[config.mk]
export PLATFORM = sky130hd
export DESIGN_NAME = gate_sweep_ctrl
export DESIGN_NICKNAME = d
export VERILOG_FILES = /design/src/rtl/gate_sweep_pkg.sv /design/src/rtl/gate_sweep_dwell_cnt.sv /design/src/rtl/gate_sweep_ctrl.sv
export SDC_FILE = /design/constraint.sdc
export NUM_CORES = 1
export LEC_CHECK = 0
export BUFFER_PORTS_ARGS = -buffer_cell sky130_fd_sc_hd__buf_2
export CAP_MARGIN = 20
export CORE_ASPECT_RATIO = 0.6
export CORE_MARGIN = 2
export CORE_UTILIZATION = 34
export DETAILED_ROUTE_END_ITERATION = 8
export GPL_TIMING_DRIVEN = 0
export PLACE_DENSITY = 0.66
export SKIP_CTS_REPAIR_TIMING = 1
export SYNTH_ARGS = -nofsm -noshare
export SYNTH_HDL_FRONTEND = slang
export SYNTH_HIERARCHICAL = 1
export SYNTH_SLANG_ARGS = --single-unit
[constraint.sdc]
create_clock -name i_clk -period 5.1 [get_ports i_clk]
set_clock_uncertainty 0.1 [all_clocks]
set_input_delay 0.765 -clock i_clk [delete_from_list [all_inputs] [get_ports i_clk]]
set_output_delay 0.765 -clock i_clk [all_outputs]
set_load 0.02 [all_outputs]
[src/rtl/gate_sweep_pkg.sv]
// Shared types and sizes for the gate sweep controller.
package gate_sweep_pkg;

  typedef enum logic [1:0] {
    IDLE  = 2'd0,
    APPLY = 2'd1,
    DONE  = 2'd2
  } state_t;

  localparam int VEC_W       = 5;
  localparam int NUM_VECTORS = 32;
  localparam int ERR_W       = 6;

endpackage

[src/rtl/gate_sweep_dwell_cnt.sv]
// Dwell counter: counts 0..DWELL_CYCLES-1 while enabled and flags the final cycle.
module gate_sweep_dwell_cnt #(
  parameter int DWELL_CYCLES = 4
) (
  input  logic clk,
  input  logic rst,
  input  logic clear,
  input  logic enable,
  output logic last
);

  logic [7:0] cnt;

  assign last = (cnt == 8'(DWELL_CYCLES - 1));

  // Wrap back to zero after the final dwell cycle so the next vector starts cleanly.
  always_ff @(posedge clk) begin
    if (rst || clear) begin
      cnt <= '0;
    end else if (enable) begin
      if (last) begin
        cnt <= '0;
      end else begin
        cnt <= cnt + 8'd1;
      end
    end
  end

endmodule

[src/rtl/gate_sweep_ctrl.sv]
// Sweeps all 32 operand/function combinations through an external three-input
// gate, captures its response into a truth table and counts mismatches.
module gate_sweep_ctrl #(
  parameter int DWELL_CYCLES = 4,
  parameter int NUM_VECTORS  = 32
) (
  input  logic        i_clk,
  input  logic        i_rst,
  input  logic        i_start,
  input  logic        i_abort,
  input  logic [31:0] i_expected,
  input  logic        i_f,
  output logic        o_a,
  output logic        o_b,
  output logic        o_c,
  output logic [1:0]  o_code,
  output logic        o_busy,
  output logic        o_done,
  output logic [31:0] o_table,
  output logic [5:0]  o_err_cnt
);

  import gate_sweep_pkg::*;

  localparam logic [VEC_W-1:0] LAST_VEC = VEC_W'(NUM_VECTORS - 1);

  state_t             state;
  state_t             next_state;
  logic [VEC_W-1:0]   vec;
  logic [31:0]        tbl;
  logic [ERR_W-1:0]   err_cnt;
  logic               last;
  logic               dwell_clear;
  logic               dwell_enable;

  assign dwell_enable = (state == APPLY);
  assign dwell_clear  = (state != APPLY) || i_abort;

  gate_sweep_dwell_cnt #(
    .DWELL_CYCLES(DWELL_CYCLES)
  ) u_dwell (
    .clk    (i_clk),
    .rst    (i_rst),
    .clear  (dwell_clear),
    .enable (dwell_enable),
    .last   (last)
  );

  assign o_table   = tbl;
  assign o_err_cnt = err_cnt;

  // State register.
  always_ff @(posedge i_clk) begin
    if (i_rst) begin
      state <= IDLE;
    end else begin
      state <= next_state;
    end
  end

  // Next-state logic and operand outputs; operands are only driven while applying.
  always_comb begin
    next_state = state;
    o_busy     = 1'b0;
    o_done     = 1'b0;
    o_a        = 1'b0;
    o_b        = 1'b0;
    o_c        = 1'b0;
    o_code     = 2'b00;
    case (state)
      IDLE: begin
        if (i_start) begin
          next_state = APPLY;
        end
      end
      APPLY: begin
        o_busy = 1'b1;
        o_a    = vec[0];
        o_b    = vec[1];
        o_c    = vec[2];
        o_code = vec[4:3];
        if (i_abort) begin
          next_state = IDLE;
        end else if (last && (vec == LAST_VEC)) begin
          next_state = DONE;
        end
      end
      DONE: begin
        o_done     = 1'b1;
        next_state = IDLE;
      end
      default: begin
        next_state = IDLE;
      end
    endcase
  end

  // Vector index, captured table and mismatch count; abort beats a coinciding final sample.
  always_ff @(posedge i_clk) begin
    if (i_rst) begin
      vec     <= '0;
      tbl     <= '0;
      err_cnt <= '0;
    end else begin
      case (state)
        IDLE: begin
          if (i_start) begin
            vec     <= '0;
            tbl     <= '0;
            err_cnt <= '0;
          end
        end
        APPLY: begin
          if (i_abort) begin
            vec     <= '0;
            tbl     <= '0;
            err_cnt <= '0;
          end else if (last) begin
            tbl[vec] <= i_f;
            if (i_f != i_expected[vec]) begin
              err_cnt <= err_cnt + ERR_W'(1);
            end
            if (vec != LAST_VEC) begin
              vec <= vec + VEC_W'(1);
            end
          end
        end
        DONE: begin
          vec <= '0;
        end
        default: begin
          vec <= '0;
        end
      endcase
    end
  end

endmodule
Word-level counts from Yosys, hierarchy flattened
Index checks and enable logic that the tools add are counted.
- register bits: 53
- bits in latches: 0
- bits in writable memories: 0
- ROM bits: 0
- input port bits: 37
- output and inout port bits: 45
- word-level logic and storage cells: 62
- memories kept: 0
- add/sub/neg operators: 3
- multipliers: 0
- div/mod/pow operators: 0
- magnitude comparators: 2
- equality and inequality tests: 12
- shift operators: 0
- mux-type cells: 30
- bitwise logic cells: 0
- reductions and logical operators: 10
- operators by type and width (cell ; count):
    2-to-1 mux 32 bit ; 3
    one-hot mux 32 bit (2 select lines) ; 1
    bitwise mux 32 bit ; 1
    2-to-1 mux 6 bit ; 4
    2-to-1 mux 5 bit ; 4
    one-hot mux 6 bit (2 select lines) ; 1
    one-hot mux 5 bit (2 select lines) ; 1
    != test 3 x 2 -> 1 bit, second input constant ; 3
    adder 8 x 1 -> 8 bit, second input constant ; 1
    == test 8 x 2 -> 1 bit, second input constant ; 1
    2-to-1 mux 2 bit ; 4
    2-to-1 mux 8 bit ; 1
    2-to-1 mux 1 bit ; 7
    adder 6 x 1 -> 6 bit, second input constant ; 1
    < comparator 5 x 6 -> 1 bit, second input constant ; 1
    AND reduction 3 bit ; 2
    adder 5 x 1 -> 5 bit, second input constant ; 1
    binary-select mux 1 bit (select 5 bit) ; 1
    demux 1 bit (select 5 bit) ; 1
    == test 5 bit, second input constant ; 1
    >= comparator 5 x 1 -> 1 bit, second input constant ; 1
    != test 5 bit, second input constant ; 1
    one-hot mux 2 bit (2 select lines) ; 1
    AND reduction 4 bit ; 1
    other kinds (11) ; 13

Longest topological paths before layout
Gate-level depths: netlist of the first run.
- word-level depth: 8
- depth in mapped cells: 10
- mapped depth without buffers: 9

Cells and area by module
Netlist of the first run, hierarchy kept.
- modules (own cells, without submodules) (module ; instances ; cells each ; area each (sq um) ; seq. area each (sq um)):
    gate_sweep_ctrl ; 1 ; 281 ; 2504.9 ; 900.9
    gate_sweep_dwell_cnt ; 1 ; 45 ; 410.4 ; 160.2

Worst setup path after synthesis of the first run
OpenSTA, ideal clock, no wires.
- kind: input to register
- from: input i_expected[3]
- to: register err_cnt[0] (netlist: o_err_cnt[0])
- setup time: 0.070 ns
- data arrival time: 2.240 ns
- required time: 4.930 ns
- path slack: 2.690 ns
- stages: 7
- buffers on the path: 0
- path through: mux4_2 > a22o_1 > a211oi_2 > o21ai_2 > xnor2_2 > nor4_1 > o2bb2ai_1
- word-level cells in the longest chain between the ends: 5
- RTL lines (item ; line ; RTL):
    start: declaration ; gate_sweep_ctrl.sv:11 ; input logic [31:0] i_expected,
    binary-select mux 1 bit (select 5 bit) ; gate_sweep_ctrl.sv:120 ; if (i_f != i_expected[vec]) begin
    2-to-1 mux 1 bit (not written as such) ; gate_sweep_ctrl.sv:120 ;
    != test 1 bit ; gate_sweep_ctrl.sv:120 ;
    != test 3 x 2 -> 1 bit (no source line) ; - ;
    AND reduction 4 bit (no source line) ; - ;
    end signal: assignment ; gate_sweep_ctrl.sv:121 ; err_cnt <= err_cnt + ERR_W'(1);
    end: declaration ; gate_sweep_ctrl.sv:31 ; logic [ERR_W-1:0] err_cnt;
No other way between the ends. The select of a mux whose other input is x is not followed.
A chain may end at the register's enable or synchronous reset.

Final worst setup path of the first run
- from: register u_dwell.cnt[4]
- to: register tbl[6] (netlist: o_table[6])
- word-level cells in the longest chain between the ends: 3
- RTL lines (item ; line ; RTL):
    start: declaration ; gate_sweep_dwell_cnt.sv:12 ; logic [7:0] cnt;
    start signal: assignment ; gate_sweep_dwell_cnt.sv:24 ; cnt <= cnt + 8'd1;
    == test 8 x 2 -> 1 bit ; gate_sweep_dwell_cnt.sv:14 ; assign last = (cnt == 8'(DWELL_CYCLES - 1));
    named net last ; gate_sweep_ctrl.sv:32 ; logic last;
    != test 3 bit (no source line) ; - ;
    AND reduction 3 bit (no source line) ; - ;
    end signal: indexed assignment ; gate_sweep_ctrl.sv:119 ; tbl[vec] <= i_f;
    end: declaration ; gate_sweep_ctrl.sv:30 ; logic [31:0] tbl;
The timed path passes the listed nets, and every way through them passes these cells.

==> flow_metrics.py, run 1 <==
metrics = {
    "timing": {
        "finalCriticalPeriod_ns": 2.73,
        "setup_tns_ns": 0,
        "hold_viol_final": 0,
        "tightest_slew_ns": 0.743,
        "worst_hold_slack_ns": 0.370,
        "finalSetupViolCount": 0,
        "relSlewSlack": 0.501,
        "final_max_slew_viol_count": 0,
        "setup_ws_ns": 2.37,
        "post-route-period-util": 0.535,
        "max_freq_mhz": 366,
        "rsz0062_at_grt": "false",
    },
    "clock_tree": {
        "cts_num_sinks": 53,
        "cts_buffers": 5,
        "path_clk_slew_ns": 0.07,
        "cts_buffer_depth": 2,
        "htree_num_levels": 2,
        "cts_tree": "done",
        "insertion_delay_ns": 0.29,
        "clockRootBuffer": "clkbuf_16",
    },
    "global_routing": {
        "grt_pass1_wl_mm": 13.4,
        "grt_max_degree": 16,
        "grt_use_total": 0.186,
        "grt_pass1_vias": 2646,
        "antenna_found_initial": 0,
        "gr-total-overflow": 0,
    },
    "yosys": {
        "yosysSeqAreaShare": 0.364,
        "synthTopCellsByArea": "dfxtp_1 (36%), a21oi_1 (8.4%), a22oi_1 (5.4%)",
        "ys.flop_type": "dfxtp_1",
        "synth-compound-area-share": 0.229,
        "yosys.area_share.simple": 0.213,
        "synth_top_cell_by_area": "dfxtp_1",
        "yosys.area_share.xor_xnor": 0.0146,
        "yosysMostFrequentCell": "dfxtp_1",
        "yosysUniqueCellTypes": 57,
        "synth_area_mm2": 0.00292,
        "synth-edff-count": 0,
        "synthAdderAreaFrac": 0.0300,
        "syn_inst": 326,
        "async_flop_share": 0,
        "synth_top_family_by_area": "compound AO/OA/AOI/OAI gates",
        "yosysWarnings": 6,
        "synthTopCellsByCount": "dfxtp_1 (53), a21oi_1 (49), nor2_1 (25)",
        "ys_seq_elements": 53,
        "yosysTopAreaCellShare": 0.364,
        "synth_nets": 370,
        "syn_avg_cell_area_um2": 8.94,
        "muxShareOfSynthArea": 0.0803,
    },
    "placed_design": {
        "place_congestion": 0.826,
        "pre_cts_slack_ns": 2.33,
        "port_buffers": 81,
        "placed_cells": 519,
        "hpwlAfterDp_mm": 6.54,
    },
    "detailed_routing": {
        "ant_nets": 0,
        "drtIter0Drc": 234,
        "dr.pass1.iters": 5,
        "routedWlPerCell_um": 16.0,
        "dr_total_vias": 2849,
        "drc": 0,
        "wirelength_mm": 8.43,
        "avgViaCountPerCell": 5.41,
    },
    "power": {
        "p_int_w": 0.000696,
        "power_density_mw_per_mm2": 246,
        "power.leakage_nw": 1.49,
        "p_comb_frac": 0.095,
        "pwr-share-seq": 0.466,
        "p_sw_frac": 0.223,
        "ir_worst_vdd_v": 0.000159,
        "switchingPower_w": 0.000200,
        "clkPwrFrac": 0.439,
    },
    "job": {
        "timing.max_cap.violations": 0,
    },
    "setup_path": {
        "cp.required_ns": 5.22,
        "worstSetupStartpoint": "u_dwell/cnt[4]",
        "slowest_delay_ns": 0.60,
        "r2r-start": "u_dwell/cnt[4]",
        "cp_max_fo": 10,
        "worstSetupPathType": "register to register",
        "path_cells": "or4_4, nor4b_2, o21ai_1, nor2_1, and3_1, nand2_1, a21oi_1",
        "cp_slowest_cell": "or4_4",
        "start_kind": "register",
        "arrival_ns": 2.85,
        "end_kind": "register",
    },
    "layout": {
        "fin_nets": 458,
        "antenna_cells": 0,
        "final_cell_count_no_fill": 527,
        "syn2layout_area_growth_pct": 24.6,
        "final_util": 0.431,
        "drive_gt1_frac": 0.299,
    },
    "floorplan": {
        "initial_core_util": 0.346,
        "row_count": 26,
        "fp.dieH_um": 75.7,
        "num_io_pins": 82,
        "die-area_mm2": 0.00936,
        "core_area_mm2": 0.00843,
        "die_width_um": 124,
    },
    "outcome": {
        "status": "completed",
    },
    "worst_hold_path": {
        "hp-start": "o_err_cnt[5]",
        "hold_path.class": "register to register",
    },
}
-- cells in the final DEF, fill, tap and decap left out, types with 2 or more instances in the layout --
cell,Yosys,layout
a21oi_1,49,49
a22oi_1,21,21
and2_1,5,5
and3_1,3,3
buf_2,3,84
buf_4,2,2
buf_6,7,7
buf_8,2,2
clkbuf_1,9,10
clkbuf_16,0,5
dfxtp_1,53,53
ha_1,7,7
inv_1,5,5
mux2_1,2,2
mux2_2,3,3
mux2i_1,11,11
mux4_2,3,3
nand2_1,19,19
nand2b_1,8,8
nand3_1,4,4
nand3b_1,4,4
nand4_1,14,14
nor2_1,25,25
nor2b_1,4,4
nor3_1,2,2
nor3b_1,2,2
nor3b_2,2,2
nor4_1,2,2
o211ai_1,7,7
o21a_1,2,2
o21ai_0,8,8
o21ai_1,3,3
o22ai_1,2,2
o2bb2ai_1,4,4
or3_1,4,4
xor2_1,3,3
-- worst max-delay path: cells and delay by family (launching register included) --
| kind | cells | cell delay [ns] |
|---|---|---|
| AND/OR/NAND/NOR | 5 | 1.65 |
| flip-flops | 1 | 0.36 |
| AO/OA/AOI/OAI | 2 | 0.54 |
-- cell type report --
type / count / area [um2]
multi-input combinational: 243 / 1650
timing repair buffer: 81 / 405
clock buffer: 7 / 143
inverter: 6 / 22.5
buffer: 24 / 180
clock inverter: 1 / 30.0
tap: 112 / 140
fill: 818 / 4790
sequential: 53 / 1060
-- state kept, by name (all words and copies together) (netlist names) --
name and flops:
vec 5, o_err_cnt 6, o_table 32, state 2
u_dwell/cnt 8
-- power by group through the flow --
| stage | combinational, W | clock [W] | sequential [W] |
|---|---|---|---|
| 2_1_floorplan | 0.0000520 | 0 | 0.000428 |
| 3_3_place_gp | 0.0000827 | 0 | 0.000427 |
| 3_5_place_dp | 0.0000847 | 0 | 0.000427 |
| 4_1_cts | 0.0000852 | 0.000395 | 0.000417 |
| 5_1_grt | 0.0000950 | 0.000414 | 0.000417 |
| 6_report | 0.0000854 | 0.000393 | 0.000417 |
-- per-stage QoR --
step           cell area (um2)  total power (W)
3_3_place_gp              3460         0.000509
5_1_grt                   3630         0.000926
2_1_floorplan             2920         0.000480
3_5_place_dp              3460         0.000512
4_1_cts                   3630         0.000898
6_report                  3630         0.000896
-- per-layer routing --
metal | track usage | routed length, um | vias up
met3 | 0.0457 | 594 | 6
met1 | 0.267 | 4060 | 1347
met2 | 0.283 | 3710 | 113
li1 | - | - | 1383
met4 | 0.0429 | 69 | 0
met5 | 0 | 0 | -
-- kinds of logic (layout without fill, tap and decap cells) --
family / after synthesis / count (layout)
and+or+nand+nor: 109 / 109
DFF: 53 / 53
xor gates and xnor gates: 4 / 4
AOI/OAI and AO/OA: 104 / 104
muxes: 19 / 19
buffers and inverters: 30 / 119
adders and majority gates: 7 / 7
-- path summary, 6_finish.rpt --
check | to | slack (ns) | depth (start not counted)
setup / recovery | o_table[6] | 2.37 | 7
hold / removal | o_err_cnt[5] | 0.37 | 2
setup reg to reg | o_table[6] | 2.37 | 7
hold reg to reg | o_err_cnt[5] | 0.37 | 2
Note: power is estimated with default switching activity, not from simulation.
==> run 2: changes to the inputs <==
--- a/config.mk
+++ b/config.mk
@@ -12,7 +12,7 @@
 export CORE_UTILIZATION = 34
 export DETAILED_ROUTE_END_ITERATION = 8
 export GPL_TIMING_DRIVEN = 0
-export PLACE_DENSITY = 0.66
+export PLACE_DENSITY = 0.68
 export SKIP_CTS_REPAIR_TIMING = 1
 export SYNTH_ARGS = -nofsm -noshare
 export SYNTH_HDL_FRONTEND = slang
==> constraint.sdc (replaced) <==
create_clock -name i_clk -period 2.2 [get_ports i_clk]
set_clock_uncertainty 0.1 [all_clocks]
set_input_delay 0.33 -clock i_clk [delete_from_list [all_inputs] [get_ports i_clk]]
set_output_delay 0.33 -clock i_clk [all_outputs]
set_load 0.02 [all_outputs]
==> run 2 against run 1 <==
  * The flow now finishes with violations (setup timing)
  * Global-route usage is 0.37 points lower
  * Sequential cell count did not move
  * Critical path depth is 3 higher
  * Count of clock-buffer cells in the layout is 2 lower
  * Combinational power rose to 3.3 times the previous value
  * Utilization rose by 5.8 points
  * Total power up 140%
  * Wire length grew 7.0%
  * Hold slack worse by 0.10 ns
  * Sequential share of layout area shrank 3.2 points
  * Die area unchanged
  * Sequential power rose by 130%
==> flow_metrics.py, run 2 (same netlist as run 1, synthesis figures left out) <==
metrics = {
    "outcome": {
        "status": "finished with violations",
        "violations": "setup timing",
    },
    "worst_hold_path": {
        "hold_path_depth": 3,
        "hp-start": "i_rst",
        "hold_path.class": "input port to register",
    },
    "clock_tree": {
        "cts_tree": "done",
        "cts_buffer_depth": 2,
        "insertion_delay_ns": 0.29,
        "cts_num_sinks": 53,
        "cts_buffers": 5,
        "htree_num_levels": 2,
        "path_clk_slew_ns": 0.07,
        "clockRootBuffer": "clkbuf_16",
    },
    "detailed_routing": {
        "routedWlPerCell_um": 16.6,
        "dr_total_vias": 2909,
        "avgViaCountPerCell": 5.37,
        "drtIter0Drc": 233,
        "ant_nets": 0,
        "wirelength_mm": 9.02,
        "drc": 0,
        "dr.pass1.iters": 4,
    },
    "floorplan": {
        "row_count": 26,
        "num_io_pins": 82,
        "initial_core_util": 0.346,
        "die_width_um": 124,
        "fp.dieH_um": 75.7,
        "die-area_mm2": 0.00936,
        "core_area_mm2": 0.00843,
    },
    "setup_path": {
        "worstSetupStartpoint": "u_dwell/cnt[4]",
        "arrival_ns": 2.54,
        "cp.required_ns": 2.33,
        "end_kind": "register",
        "worstSetupPathType": "register to register",
        "slowest_delay_ns": 0.57,
        "r2r_slack_ns": -0.21,
        "r2r-start": "u_dwell/cnt[4]",
        "cp_max_fo": 5,
        "start_kind": "register",
        "cp_slowest_cell": "or4_4",
        "r2r_cells": 10,
        "path_cells": "or4_4, nor4b_4, buf_4, buf_4, buf_12, a21oi_4, nor2_4, nor2_4, or3_1, a21oi_2",
    },
    "layout": {
        "final_common_cell": "buf_2",
        "syn2layout_area_growth_pct": 41.4,
        "antenna_cells": 0,
        "final_cell_mix": "buf_2 (83), dfxtp_1 (48), a21oi_1 (38), buf_4 (17), nand2_1 (15)",
        "drive_gt1_frac": 0.465,
        "fin_nets": 473,
        "final_cell_count_no_fill": 542,
        "largest_reg_flops": 32,
    },
    "timing": {
        "post-route-period-util": 1.10,
        "finalCriticalPeriod_ns": 2.41,
        "setup_ws_ns": -0.210,
        "max_freq_mhz": 415,
        "finalSetupViolCount": 42,
        "relSlewSlack": 0.479,
        "final_max_slew_viol_count": 0,
        "tightest_slew_ns": 0.781,
        "hold_viol_final": 0,
        "rsz0062_at_grt": "true",
    },
    "global_routing": {
        "gr-total-overflow": 0,
        "grt_use_total": 0.183,
        "antenna_found_initial": 0,
        "grt_pass1_wl_mm": 13.3,
        "grt_pass1_vias": 2624,
        "grt_max_degree": 18,
    },
    "power": {
        "power_density_mw_per_mm2": 521,
        "power.leakage_nw": 1.63,
        "power_w": 0.00215,
        "ir_worst_vdd_v": 0.000340,
    },
    "placed_design": {
        "place_congestion": 0.798,
        "port_buffers": 81,
        "placed_cells": 519,
        "hpwlAfterDp_mm": 6.35,
    },
    "job": {
        "timing.max_cap.violations": 0,
    },
}
-- run 2: metal layers --
layer  wire length [um]  global-route usage
met1               4400               0.272
met2               3940               0.278
met3                583              0.0329
met4                 95              0.0316
met5                  0                   0
-- run 2: stage by stage --
step                setup TNS (ns)  setup WS, ns  hold slack (ns)  cell area [um2]  utilization
finish                       -4.99        -0.210            0.269             4120        0.489
floorplan                        0       0.00324            0.355             2930            -
global placement             -4.42        -0.212            0.358             3470        0.412
global route                 -9.25        -0.291            0.288             4120        0.489
detailed placement           -6.23        -0.319            0.368             3470        0.412
CTS                          -7.25        -0.347            0.260             3640        0.433
-- run 2: final timing paths --
kind / endpoint
min: u_dwell/cnt[2]
max reg2reg: vec[3]
max: vec[3]
min reg2reg: o_table[5]
-- run 2: area by class of cell --
type	count	area [um2]
Clock buffer	5	125
Inverter	6	22.5
Sequential cell	53	1070
Buffer	21	198
Tap cell	112	140
Multi-Input combinational cell	243	1950
Clock inverter	3	46.3
Fill cell	761	4300
Timing Repair Buffer	99	573
-- run 2: power breakdown --
part           leakage [nW]  switching, W  internal (W)  total, W
sequential            0.430    0.00000473      0.000961  0.000966
combinational          1.12      0.000154      0.000124  0.000278
clock                0.0800      0.000366      0.000539  0.000905
-- run 2: worst max-delay path: cells and delay by family (launching register included) --
kind | cells | cell delay (ns)
flops | 1 | 0.35
compound gates | 2 | 0.18
simple gates | 5 | 1.34
buf+inv | 3 | 0.38
